<file path="config.mk">
export PLATFORM = sky130hd
export DESIGN_NAME = shift_pipe
export DESIGN_NICKNAME = d
export VERILOG_FILES = /design/src/rtl/shift_pipe.sv
export SDC_FILE = /design/constraint.sdc
export NUM_CORES = 1
export LEC_CHECK = 0
export CELL_PAD_IN_SITES_DETAIL_PLACEMENT = 1
export CELL_PAD_IN_SITES_GLOBAL_PLACEMENT = 2
export CORE_MARGIN = 1.5
export CORE_UTILIZATION = 23
export DETAILED_ROUTE_END_ITERATION = 8
export MAX_ROUTING_LAYER = met4
export PLACE_DENSITY_LB_ADDON = 0.05
export RECOVER_POWER = 25
export SETUP_SLACK_MARGIN = 0.2
export SLEW_MARGIN = 25
export SYNTH_ARGS = -nofsm -noshare
export SYNTH_HDL_FRONTEND = slang
export SYNTH_SLANG_ARGS = --single-unit
</file>
<file path="constraint.sdc">
create_clock -name clk -period 9.5 [get_ports clk]
set_clock_uncertainty 0.2 [all_clocks]
set_input_delay 2.85 -clock clk [delete_from_list [all_inputs] [get_ports clk]]
set_output_delay 2.85 -clock clk [all_outputs]
set_load 0.1 [all_outputs]
</file>
<file path="src/rtl/shift_pipe.sv">
// Pipelined barrel shifter: one register stage per shift-amount bit, valid/ready
// handshake with whole-pipeline stall, and a tag carried alongside each operation.
module shift_pipe #(
  parameter int WIDTH = 32,
  parameter int TAG_W = 4
) (
  input  logic             clk,
  input  logic             reset,
  input  logic             in_valid,
  output logic             in_ready,
  input  logic [WIDTH-1:0] A,
  input  logic [WIDTH-1:0] B,
  input  logic [1:0]       CTRL,
  input  logic [TAG_W-1:0] in_tag,
  output logic             out_valid,
  input  logic             out_ready,
  output logic [WIDTH-1:0] OUT,
  output logic             out_zero,
  output logic [TAG_W-1:0] out_tag
);

  localparam int SHW = $clog2(WIDTH);

  logic advance;
  logic unused_b;

  assign advance  = ~(out_valid & ~out_ready);
  assign in_ready = advance;
  // Amount bits above SHW select multiples of WIDTH, i.e. no movement.
  assign unused_b = ^B[WIDTH-1:SHW];

  for (genvar gi = 0; gi < SHW; gi++) begin : stg
    localparam int SH = 1 << gi;

    logic             v_in;
    logic [WIDTH-1:0] d_in;
    logic [1:0]       c_in;
    logic [SHW-1:0]   a_in;
    logic [TAG_W-1:0] t_in;
    logic [WIDTH-1:0] moved;

    logic             v_reg;
    logic [WIDTH-1:0] data_reg;
    logic [1:0]       ctrl_reg;
    logic [SHW-1:0]   amt_reg;
    logic [TAG_W-1:0] tag_reg;
    logic             unused_ok;

    if (gi == 0) begin : g_src
      assign v_in = in_valid;
      assign d_in = A;
      assign c_in = CTRL;
      assign a_in = B[SHW-1:0];
      assign t_in = in_tag;
    end else begin : g_src
      assign v_in = stg[gi-1].v_reg;
      assign d_in = stg[gi-1].data_reg;
      assign c_in = stg[gi-1].ctrl_reg;
      assign a_in = stg[gi-1].amt_reg;
      assign t_in = stg[gi-1].tag_reg;
    end

    // Low amount bits are consumed by earlier stages; last stage needs no ctrl.
    assign unused_ok = ^{amt_reg, ctrl_reg};

    always_comb begin
      case (c_in)
        2'b00:   moved = d_in << SH;
        2'b01:   moved = (d_in >> SH) | (d_in << (WIDTH - SH));
        2'b10:   moved = d_in >> SH;
        default: moved = $signed(d_in) >>> SH;
      endcase
    end

    always_ff @(posedge clk or posedge reset) begin
      if (reset) begin
        v_reg    <= 1'b0;
        data_reg <= '0;
        ctrl_reg <= '0;
        amt_reg  <= '0;
        tag_reg  <= '0;
      end else if (advance) begin
        v_reg <= v_in;
        // Bubbles leave the payload registers untouched.
        if (v_in) begin
          data_reg <= a_in[gi] ? moved : d_in;
          ctrl_reg <= c_in;
          amt_reg  <= a_in;
          tag_reg  <= t_in;
        end
      end
    end
  end

  assign out_valid = stg[SHW-1].v_reg;
  assign OUT       = stg[SHW-1].data_reg;
  assign out_tag   = stg[SHW-1].tag_reg;
  assign out_zero  = ~|stg[SHW-1].data_reg;

endmodule

</file>
* After elaboration in Yosys (flattened, before gate mapping)
Cells that the tools add are included. W data, S select, Z words.
Word-level totals: word-level logic and storage cells 63, bits in read-only memories 0, memories kept 0, register bits after elaboration 213, latch bits 0, bits in writable memories 0, output and inout port bits 39
Cells by class: shift operators 0, reductions and logical operators 12, multiplexer cells 10, divide/modulo/power cells 0, bitwise operators 8, add/subtract/negate cells 0, multipliers 0, eq/ne operators 10, $lt $le $gt $ge 0
Operator list (count):
- $pmux W32 S3 | 5
- $mux W32 | 5
- $or A16 B32 Y32 | 1
- $or A24 B32 Y32 | 1
- $or A28 B32 Y32 | 1
- $or A30 B32 Y32 | 1
- $or A31 B32 Y32 | 1
- $reduce_or A32 Y1 | 1
- $eq A2 B1 Y1 const B | 5
- $eq A2 B2 Y1 const B | 5
- $logic_not A2 Y1 | 5
- $reduce_and A2 Y1 | 5
- $not A1 Y1 | 2
- $and A1 B1 Y1 | 1
- $logic_not A1 Y1 | 1

* Logic depth before layout (Yosys ltp)
Gate-level depths: netlist of run 1.
depth in word-level cells 4, mapped depth 8

* Worst setup path after synthesis of run 1
No wires, ideal clock.
path type input -> output, start point in out_ready, end point out in_ready, setup slack 2.739 ns, buffers on the path 3, arrival 3.711 ns, cell stages on the path 5, required time 6.450 ns, cell sequence nor2b_4 inv_2 buf_6 buf_2 buf_2
On the way: cells in the longest elaborated chain, start to end 3
Ends and longest elaborated chain:
- from (decl) | RTL line 16 | input logic out_ready,
- $not A1 Y1 | RTL line 27 | assign advance = ~(out_valid & ~out_ready);
- $and A1 B1 Y1 | RTL line 27
- $not A1 Y1 (no line)
- to (decl) | RTL line 10 | output logic in_ready,
Every way passes these cells.

* Worst setup path in the final report of run 1
Same ends and word-level chain as after synthesis.

==> results of run 1 <==
==> worst max-delay path by stage <==
stage	endpoint	depth (start not counted)
6_report	in_ready	4
5_1_grt	in_ready	4
4_1_cts	in_ready	4
3_5_place_dp	in_ready	4
3_3_place_gp	in_ready	4
2_1_floorplan	OUT[0]	1
==> worst reg2reg max path, delay by kind of cell, from the launching register on <==
kind | cells | cell delay [ns]
buf+inv | 3 | 1.01
flops | 1 | 0.37
mux | 1 | 0.40
simple gates | 2 | 0.82
==> synthesized netlist by cell type (all sizes together), types with 3 or more instances <==
| cell type | instances | area (sq um) |
|---|---|---|
| o211ai | 81 | 608 |
| and2 | 4 | 27.5 |
| nor4 | 8 | 50.1 |
| nor2b | 25 | 164 |
| o311a | 21 | 210 |
| a211oi | 19 | 143 |
| nand2b | 17 | 106 |
| buf | 49 | 299 |
| o211a | 34 | 340 |
| inv | 59 | 221 |
| o22ai | 35 | 219 |
| a221oi | 6 | 52.6 |
| o2bb2ai | 47 | 412 |
| or2 | 3 | 18.8 |
| dfrtp | 203 | 5080 |
| a31oi | 56 | 350 |
| nor2 | 51 | 191 |
| or3b | 32 | 280 |
| mux2 | 101 | 1190 |
| o21ai | 89 | 445 |
| nand3 | 3 | 15.0 |
| nand2 | 15 | 56.3 |
| nor3b | 19 | 143 |
| a21oi | 72 | 360 |
| clkbuf | 77 | 289 |
| a2bb2oi | 4 | 35.0 |
==> layout make-up <==
| cell class | instances | area share (%) |
|---|---|---|
| inverters | 61 | 1.76 |
| multi-input cells | 751 | 40.5 |
| flip-flops and latches | 203 | 37.5 |
| repair buffers | 108 | 7.58 |
| clock buffers | 40 | 5.79 |
| clock inverters | 5 | 0.738 |
| well taps | 664 | 6.13 |
==> layer usage <==
layer	vias to the layer above	GRT usage, %	part of all wire (%)
met2	115	28.2	49
li1	4300	-	-
met3	46	1.80	2.4
met4	0	3.12	1.8
met1	4738	22.1	47
met5	-	-	0
==> metrics by stage <==
step | power (uW) | setup slack [ns] | utilization, % | hold WS, ns
2_1_floorplan | 3650 | 0.911 | - | 0.263
3_3_place_gp | 4520 | 2.28 | 25.8 | 0.284
3_5_place_dp | 4540 | 2.28 | 25.9 | 0.292
4_1_cts | 5620 | 2.27 | 27.7 | 0.301
5_1_grt | 5900 | 2.24 | 27.7 | 0.318
6_report | 5510 | 2.29 | 27.7 | 0.297
==> power groups by stage <==
| stage | Sequential, uW | Combinational (uW) | Clock, uW |
|---|---|---|---|
| 5_1_grt | 1840 | 2940 | 1120 |
| 2_1_floorplan | 2100 | 1550 | 0 |
| 6_report | 1770 | 2700 | 1040 |
| 4_1_cts | 1790 | 2750 | 1080 |
| 3_5_place_dp | 1800 | 2740 | 0 |
| 3_3_place_gp | 1800 | 2720 | 0 |
==> cells by family (layout without fill, tap and decap cells) <==
family          after synthesis  after routing
mux                         102            102
compound gates              470            470
buf+inv                     187            214
simple gates                179            179
flops                       203            203
==> impl_metrics.yaml, run 1 <==
hold_path:
  hold_path_depth: 1
  hp-class: "reg -> reg"
  hold_end: "out_tag[3]"
  worstHoldStart: "stg[3].tag_reg[3]"
final_layout:
  num_antenna_cells: 0
  syn2layout_area_growth_pct: 19.0
  stdcell_count: 1832
  fill_cells: 5493
  final_common_cell: "dfrtp_1"
  largest_reg_flops: 128
  drive_gt1_share_pct: 17.6
  final_area_sq_um: 13600
  final_cell_mix: "dfrtp_1, o21ai_0, mux2_2"
  final_net_count: 1226
  seq_area_sq_um: 5080
  multi_input_area_sq_um: 5490
yosys:
  yosysUniqueCellTypes: 42
  synth_cells: 1141
  synthSimpleGateAreaFrac_pct: 9.35
  synth-async-reset-ratio_pct: 100
  syn_nets: 1215
  synth_adder_area_share_pct: 0
  synthMuxAreaShare_pct: 10.6
  ys_ff_latch: 203
  synth_edf_count: 0
  yosysSeqAreaShare_pct: 44.6
  ys.flop_type: "dfrtp_1"
  synth_area_sq_um: 11400
  avgSynthCellArea_sq_um: 9.98
  synthXorXnorAreaFrac_pct: 0
  synth_top_family_by_area: "compound AO/OA/AOI/OAI gates"
  yosysWarnings: 0
  synth_compound_area_share_pct: 28.3
route:
  wl_mm: 41.2
  vias_per_cell: 5.02
  final_antenna_net_count: 0
  vias: 9199
  drc: 0
  wl_per_cell_um: 22.5
  first_pass_iters: 4
  drt_first_iter_violations: 415
floorplanning:
  start_util_pct: 23.3
  fp.dieW_um: 226
  die-area_sq_um: 50900
  io_pins: 113
  die_y_um: 226
  fp-row-count: 81
  coreArea_sq_um: 49000
global_routing:
  gr-total-overflow: 0
  antenna_found_initial: 0
  grt_pass1_wl_mm: 63.8
  grt_usage_pct: 16.8
  grt_pass1_vias: 9800
  grt_max_degree: 116
worst_setup_path:
  timing.rr.start: "out_valid"
  crit_arrival_ns: 4.16
  crit_type: "in -> out"
  cp_cell_sequence: "clkdlybuf4s50_1, nor2b_4, inv_4, buf_4"
  endpoint_kind: "primary output"
  cp-startpoint: "out_ready"
  cpMaxStageDelayCell: "clkdlybuf4s50_1"
  rr_worst_depth: 6
  critPathMaxFanout: 35
  r2r_slack_ns: 6.60
  cp_top_family: "buffers and inverters"
  regToRegEndpoint: "stg[1].ctrl_reg[0]"
  critPathMaxStageDelay_ns: 0.51
  worstPathBufferInverterCount: 3
  cp-start-kind: "input port"
  crit_required_ns: 6.45
power_and_ir_drop:
  vdd_drop_max_uv: 114
  p_int_uw: 2890
  clkPwrFrac_pct: 18.9
  combinationalPowerShare_pct: 49.0
  power_frac_seq_pct: 32.1
  power.density_nw_per_um2: 407
  switchingPower_uw: 2630
  p_sw_share_pct: 47.6
  leakagePower_uw: 0.00536
sta:
  tightest_slew_ns: 0.983
  rsz0062_at_grt: "false"
  min_period_ns: 7.21
  setup_viol_count_final: 0
  slew_headroom_pct: 34.3
  setup_tns_ns: 0
  period_share_pct: 75.9
  hold_viol: 0
  slew_violations: 0
  fmax_ghz: 0.139
clock_tree:
  cts.clk_slew.worst_paths_ns: 0.06
  cts-resized-gates: 0
  clk_path_buf_depth: 3
  cts.sinks: 203
  worst_skew_pair.late_latency_ns: 0.54
  cts_buffers: 27
  cts_setup_buffers: 0
  root_buffer: "clkbuf_16"
  ctsHoldBuffers: 0
  cts_tree: "yes"
  cts_max_level: 1
place:
  placed_cells: 1787
  gp_congestion: 0.728
  numPortBuffers: 85
  place_area_sq_um: 12700
  dp_hpwl_mm: 27.4
job:
  drv_cap: 0
run_status:
  status: "completed"
Power figures use the tool's default switching activity.
==> run 2: changes to the inputs <==
clock period = 7.4 ns   (was 9.5 ns; I/O delays follow)
==> run 2 against run 1 <==
  * The flow now finishes with violations (capacitance limit, slew limit)
  * Sequential share of layout area is essentially flat
  * Critical path depth unchanged
  * Clock power is 31% higher
  * Highest routed layer unchanged
  * Routed wire length about the same
  * First-iteration DRC count grew 28%
  * Largest cell class unchanged
  * Critical endpoint unchanged
  * Flip-flop and latch count unchanged
  * Count of clock-buffer cells in the layout is 5 lower
==> impl_metrics.yaml, run 2 (synthesized netlist as in run 1, its figures left out) <==
run_status:
  status: "complete, but fails checks"
  violations: "capacitance limit, slew limit"
place:
  gp_congestion: 0.715
  numPortBuffers: 85
  place_area_sq_um: 12700
  dp_hpwl_mm: 27.1
worst_setup_path:
  rr_worst_depth: 6
  worstPathBufferInverterCount: 3
  crit_required_ns: 4.98
  cp-start-kind: "input port"
  cp_top_family: "buffers and inverters"
  critPathMaxStageDelay_ns: 0.71
  endpoint_kind: "primary output"
  cp.depth: 4
  crit_type: "in -> out"
  cp_cell_sequence: "clkdlybuf4s50_1, nor2b_1, inv_4, buf_4"
  crit_arrival_ns: 3.67
  cpMaxStageDelayCell: "nor2b_1"
  critPathMaxFanout: 5
floorplanning:
  fp.dieW_um: 226
  start_util_pct: 23.3
  io_pins: 113
  coreArea_sq_um: 49000
  die-area_sq_um: 50900
  fp-row-count: 81
  die_y_um: 226
route:
  vias: 9200
  wl_mm: 41.2
  drc: 0
  wl_per_cell_um: 22.5
  vias_per_cell: 5.02
  drt_first_iter_violations: 531
  final_antenna_net_count: 0
  first_pass_iters: 4
sta:
  whs_ns: 0.299
  min_period_ns: 6.09
  fmax_ghz: 0.164
  hold_viol: 0
  slew_headroom_pct: -73.0
  tightest_slew_ns: 2.60
  rsz0062_at_grt: "false"
  setup_viol_count_final: 0
  setup_tns_ns: 0
  period_share_pct: 82.3
  slew_violations: 42
final_layout:
  final_common_cell: "dfrtp_1"
  final_area_sq_um: 13600
  syn2layout_area_growth_pct: 19.1
  largest_reg_flops: 128
  drive_gt1_share_pct: 18.0
  num_antenna_cells: 0
  final_net_count: 1224
  final_core_util_pct: 27.7
  final_cell_mix: "dfrtp_1, o21ai_0, mux2_2"
clock_tree:
  clk_path_buf_depth: 3
  cts.sinks: 203
  cts_max_level: 1
  worst_skew_pair.late_latency_ns: 0.54
  cts_setup_buffers: 0
  cts-resized-gates: 0
  cts_buffers: 27
  cts.clk_slew.worst_paths_ns: 0.06
  root_buffer: "clkbuf_16"
  ctsHoldBuffers: 0
  cts_tree: "yes"
global_routing:
  grt_max_degree: 120
  grt_pass1_wl_mm: 63.9
  grt_pass1_vias: 9682
  antenna_found_initial: 0
  grt_usage_pct: 16.8
  gr-total-overflow: 0
power_and_ir_drop:
  leakagePower_uw: 0.00537
  vdd_drop_max_uv: 204
  power.density_nw_per_um2: 524
job:
  drv_cap: 1
hold_path:
  hp-class: "reg -> reg"
  hold_path_depth: 1
## run 2: changes by cell type in the layout (fill, tap and decap cells not counted), sizes merged
| cell | delta |
|---|---|
| clkinv | +6 |
| buf | -4 |
| clkbuf | -3 |
| clkinvlp | +3 |
| inv | -1 |
## run 2: stage by stage
stage | cells | power [uW] | worst slack (ns)
global placement | 1785 | 5830 | 1.64
CTS | 1833 | 7260 | 1.64
detailed placement | 1785 | 5850 | 1.65
global route | 1833 | 7610 | 0.973
finish | 1833 | 7120 | 1.31
floorplan | 1141 | 4680 | 1.90
## run 2: final cells by class
| class | instances | area, sq um |
|---|---|---|
| fill | 5506 | 35400 |
| multi-input combinational | 751 | 5490 |
| sequential | 203 | 5080 |
| timing repair buffer | 106 | 1020 |
| tap | 664 | 831 |
| clock buffer | 35 | 776 |
| inverter | 61 | 235 |
| clock inverter | 13 | 145 |
## run 2: per-layer routing
layer  vias up  GRT usage (%)  wire length (um)  part of all wire, %
li1       4320              -                 -                    -
met1      4729           22.4             19600                   48
met2       108           27.8             20000                   48
met3        43           1.80               979                  2.4
met4         0           2.79               633                  1.5
met5         -              -                 0                    0
## run 2: final timing paths
kind	start	slack, ns	endpoint
setup reg to reg	out_valid	4.15	stg[1].tag_reg[3]
hold reg to reg	stg[1].tag_reg[0]	0.30	stg[1].tag_reg[0]
min in group asynchronous	reset	2.96	stg[3].data_reg[19]
hold / removal	stg[1].tag_reg[0]	0.30	stg[1].tag_reg[0]
setup / recovery	out_ready	1.31	in_ready
max in group asynchronous	reset	1.74	OUT[29]
## run 2: power by group
| group | total, uW | internal [uW] | leakage [uW] | switching, uW |
|---|---|---|---|---|
| combinational | 3520 | 1240 | 0.00249 | 2270 |
| clock | 1360 | 836 | 0.000458 | 520 |
| sequential | 2240 | 1640 | 0.00242 | 604 |
==> edit (flow settings as in run 2) <==
Set the parameter `WIDTH` to 64 (it was 32).
--- a/src/rtl/shift_pipe.sv
+++ b/src/rtl/shift_pipe.sv
@@ -2,5 +2,5 @@
 // handshake with whole-pipeline stall, and a tag carried alongside each operation.
 module shift_pipe #(
-  parameter int WIDTH = 32,
+  parameter int WIDTH = 64,
   parameter int TAG_W = 4
 ) (
Interface: changed (resized A, B and OUT); port bits go from 113 to 209. No check against the original RTL was run, so the function may have changed too.
==> edit against run 2 <==
The run still ends with max-capacitance violations, max-slew violations left. Fmax up 1.1%. Total power up 130%. Clock power up 120%. Highest routed layer unchanged. Sequential cell count up 236. Combinational power up 130%. Area after synthesis up 130%. First-iteration DRC count up 110%. Global-route usage up 2.0 points. Design area up 120%. Largest cell class unchanged. Die area up 120%. Setup slack better by 0.066 ns. Routed wire length rose to 2.5 times the old value. Critical path type unchanged. Sequential share of layout area down 0.72 points.
==> edit: results (changes against run 2) <==
- Final hold slack: 0.304 ns (+0.00491 ns)
- Initial antenna violation count: 2 (+2)
- Leakage dissipation: 11.8 nW (+120%)
- Total routing resource utilization after global routing: 18.8% (+2.0 points)
- Routability congestion estimate: 0.746 (+4.4%)
- Post-DR vias/cell: 5.21 (+3.9%)
- CTS resizes: 0 (unchanged)
- Post-synthesis cell type count: 41 (-2.4%)
- Count of TritonRoute iterations in the first routing pass: 5 (+1)
- Run status: finished with violations
- Biggest fanout along the worst timing path: 98 (+93)
- Maximum number of pins on one net before global-route repair: 108 (-10%)
- Total clock buffers created by CTS: 59 (+120%)
- VDD IR-drop max: 0.215 mV (+5.6%)
- Post-synth net total: 2,702 (+120%)
- H-tree level count: 2 (+1)
- Vias in the first global route: 22.5k (+130%)
- Register-to-register path setup slack: 4.02 ns (-0.13 ns)
- Final number of max-transition violations: 229 (+450%)
- Arrival @ worst endpoint: 3.60 ns (-0.07 ns)
- Drt wl/cell: 25.6 um (+14%)
- Wire length of the first global-routing pass: 158,000 um (+150%)
- Initial detailed-routing violation count: 1,127 (+110%)
- DP Wirelength: 69,800 um (+160%)
- Hold path start: stg[1].tag_reg[1]
- Portion of the post-synthesis area used by sequential elements: 42.6% (-2.0 points)
- Violations in the final reports: max-capacitance violations, max-slew violations
- Max cap viols: 3 (+2)
- Ratio of cells with drive above 1 in the final layout: 14.0% (-3.9 points)
- Clock insertion delay at the later pin of the skew report: 0.66 ns (+0.12 ns)
- Flip-flop count of the largest register, all copies and words added: 320 (+150%)
- Top post-synthesis cells by area: dfrtp_1 43%, o211ai_1 6.6%, mux2_4 6.0%
==> edit: changes by cell type in the layout (fill, tap and decap cells not counted), sizes merged, moves of 82 or more <==
cell and change:
a211oi +91, a21oi +83, dfrtp +236, nor3b +91, o211a +82, o211ai +147
o2bb2ai +82
==> edit: cell families (layout without fill, tap and decap cells) <==
group	Yosys count	in the layout	synth area share, %
flip-flops	439	439	42.6
buffers and inverters	415	419	7.99
AO/OA/AOI/OAI	1129	1129	30.5
multiplexers	171	171	8.89
AND/OR/NAND/NOR	410	410	10.0
other	0	1	0
==> edit: worst max-delay path: stages <==
cell	delay, ns
clkdlybuf4s50_1	0.51
nor2b_4	0.07
inv_8	0.42
buf_12	0.26
==> edit: layer usage <==
| layer | vias to the layer above | wire length, um | track usage [%] |
|---|---|---|---|
| li1 | 9702 | - | - |
| met1 | 11000 | 48900 | 24.6 |
| met2 | 336 | 49400 | 30.6 |
| met3 | 133 | 2780 | 1.82 |
| met4 | 0 | 2780 | 5.49 |
| met5 | - | 0 | - |
==> edit: final timing paths <==
check | endpoint | cells past startpoint
worst max-delay path | in_ready | 4
worst min-delay path | stg[2].tag_reg[1] | 1
worst max register to register | stg[4].data_reg[46] | 6
worst min register to register | stg[2].tag_reg[1] | 1
max in group asynchronous | stg[0].amt_reg[1] | 3
min in group asynchronous | stg[4].data_reg[54] | 2
==> edit: report_power, final <==
part | internal (mW) | switching (mW) | leakage [nW]
sequential | 3.56 | 1.66 | 5.27
clock | 1.78 | 1.19 | 0.998
combinational | 2.98 | 5.11 | 5.57
==> edit: metrics by stage <==
step | instance area (sq um) | setup TNS [ns] | setup WS, ns | cells
3_5_place_dp | 28000 | 0 | 1.36 | 3947
3_3_place_gp | 28000 | 0 | 1.37 | 3947
2_1_floorplan | 25800 | -417.60 | -0.951 | 2564
5_1_grt | 30000 | 0 | 0.707 | 4056
6_report | 30000 | 0 | 1.38 | 4057
4_1_cts | 30000 | 0 | 1.31 | 4056
==> edit: layout make-up <==
type	instances	area (sq um)
Fill cell	12500	81000
Clock inverter	23	218
Clock buffer	86	1770
Timing Repair Buffer	204	1960
Antenna cell	1	2.50
Inverter	106	407
Tap cell	1488	1860
Multi-Input combinational cell	1710	12800
Sequential cell	439	11000
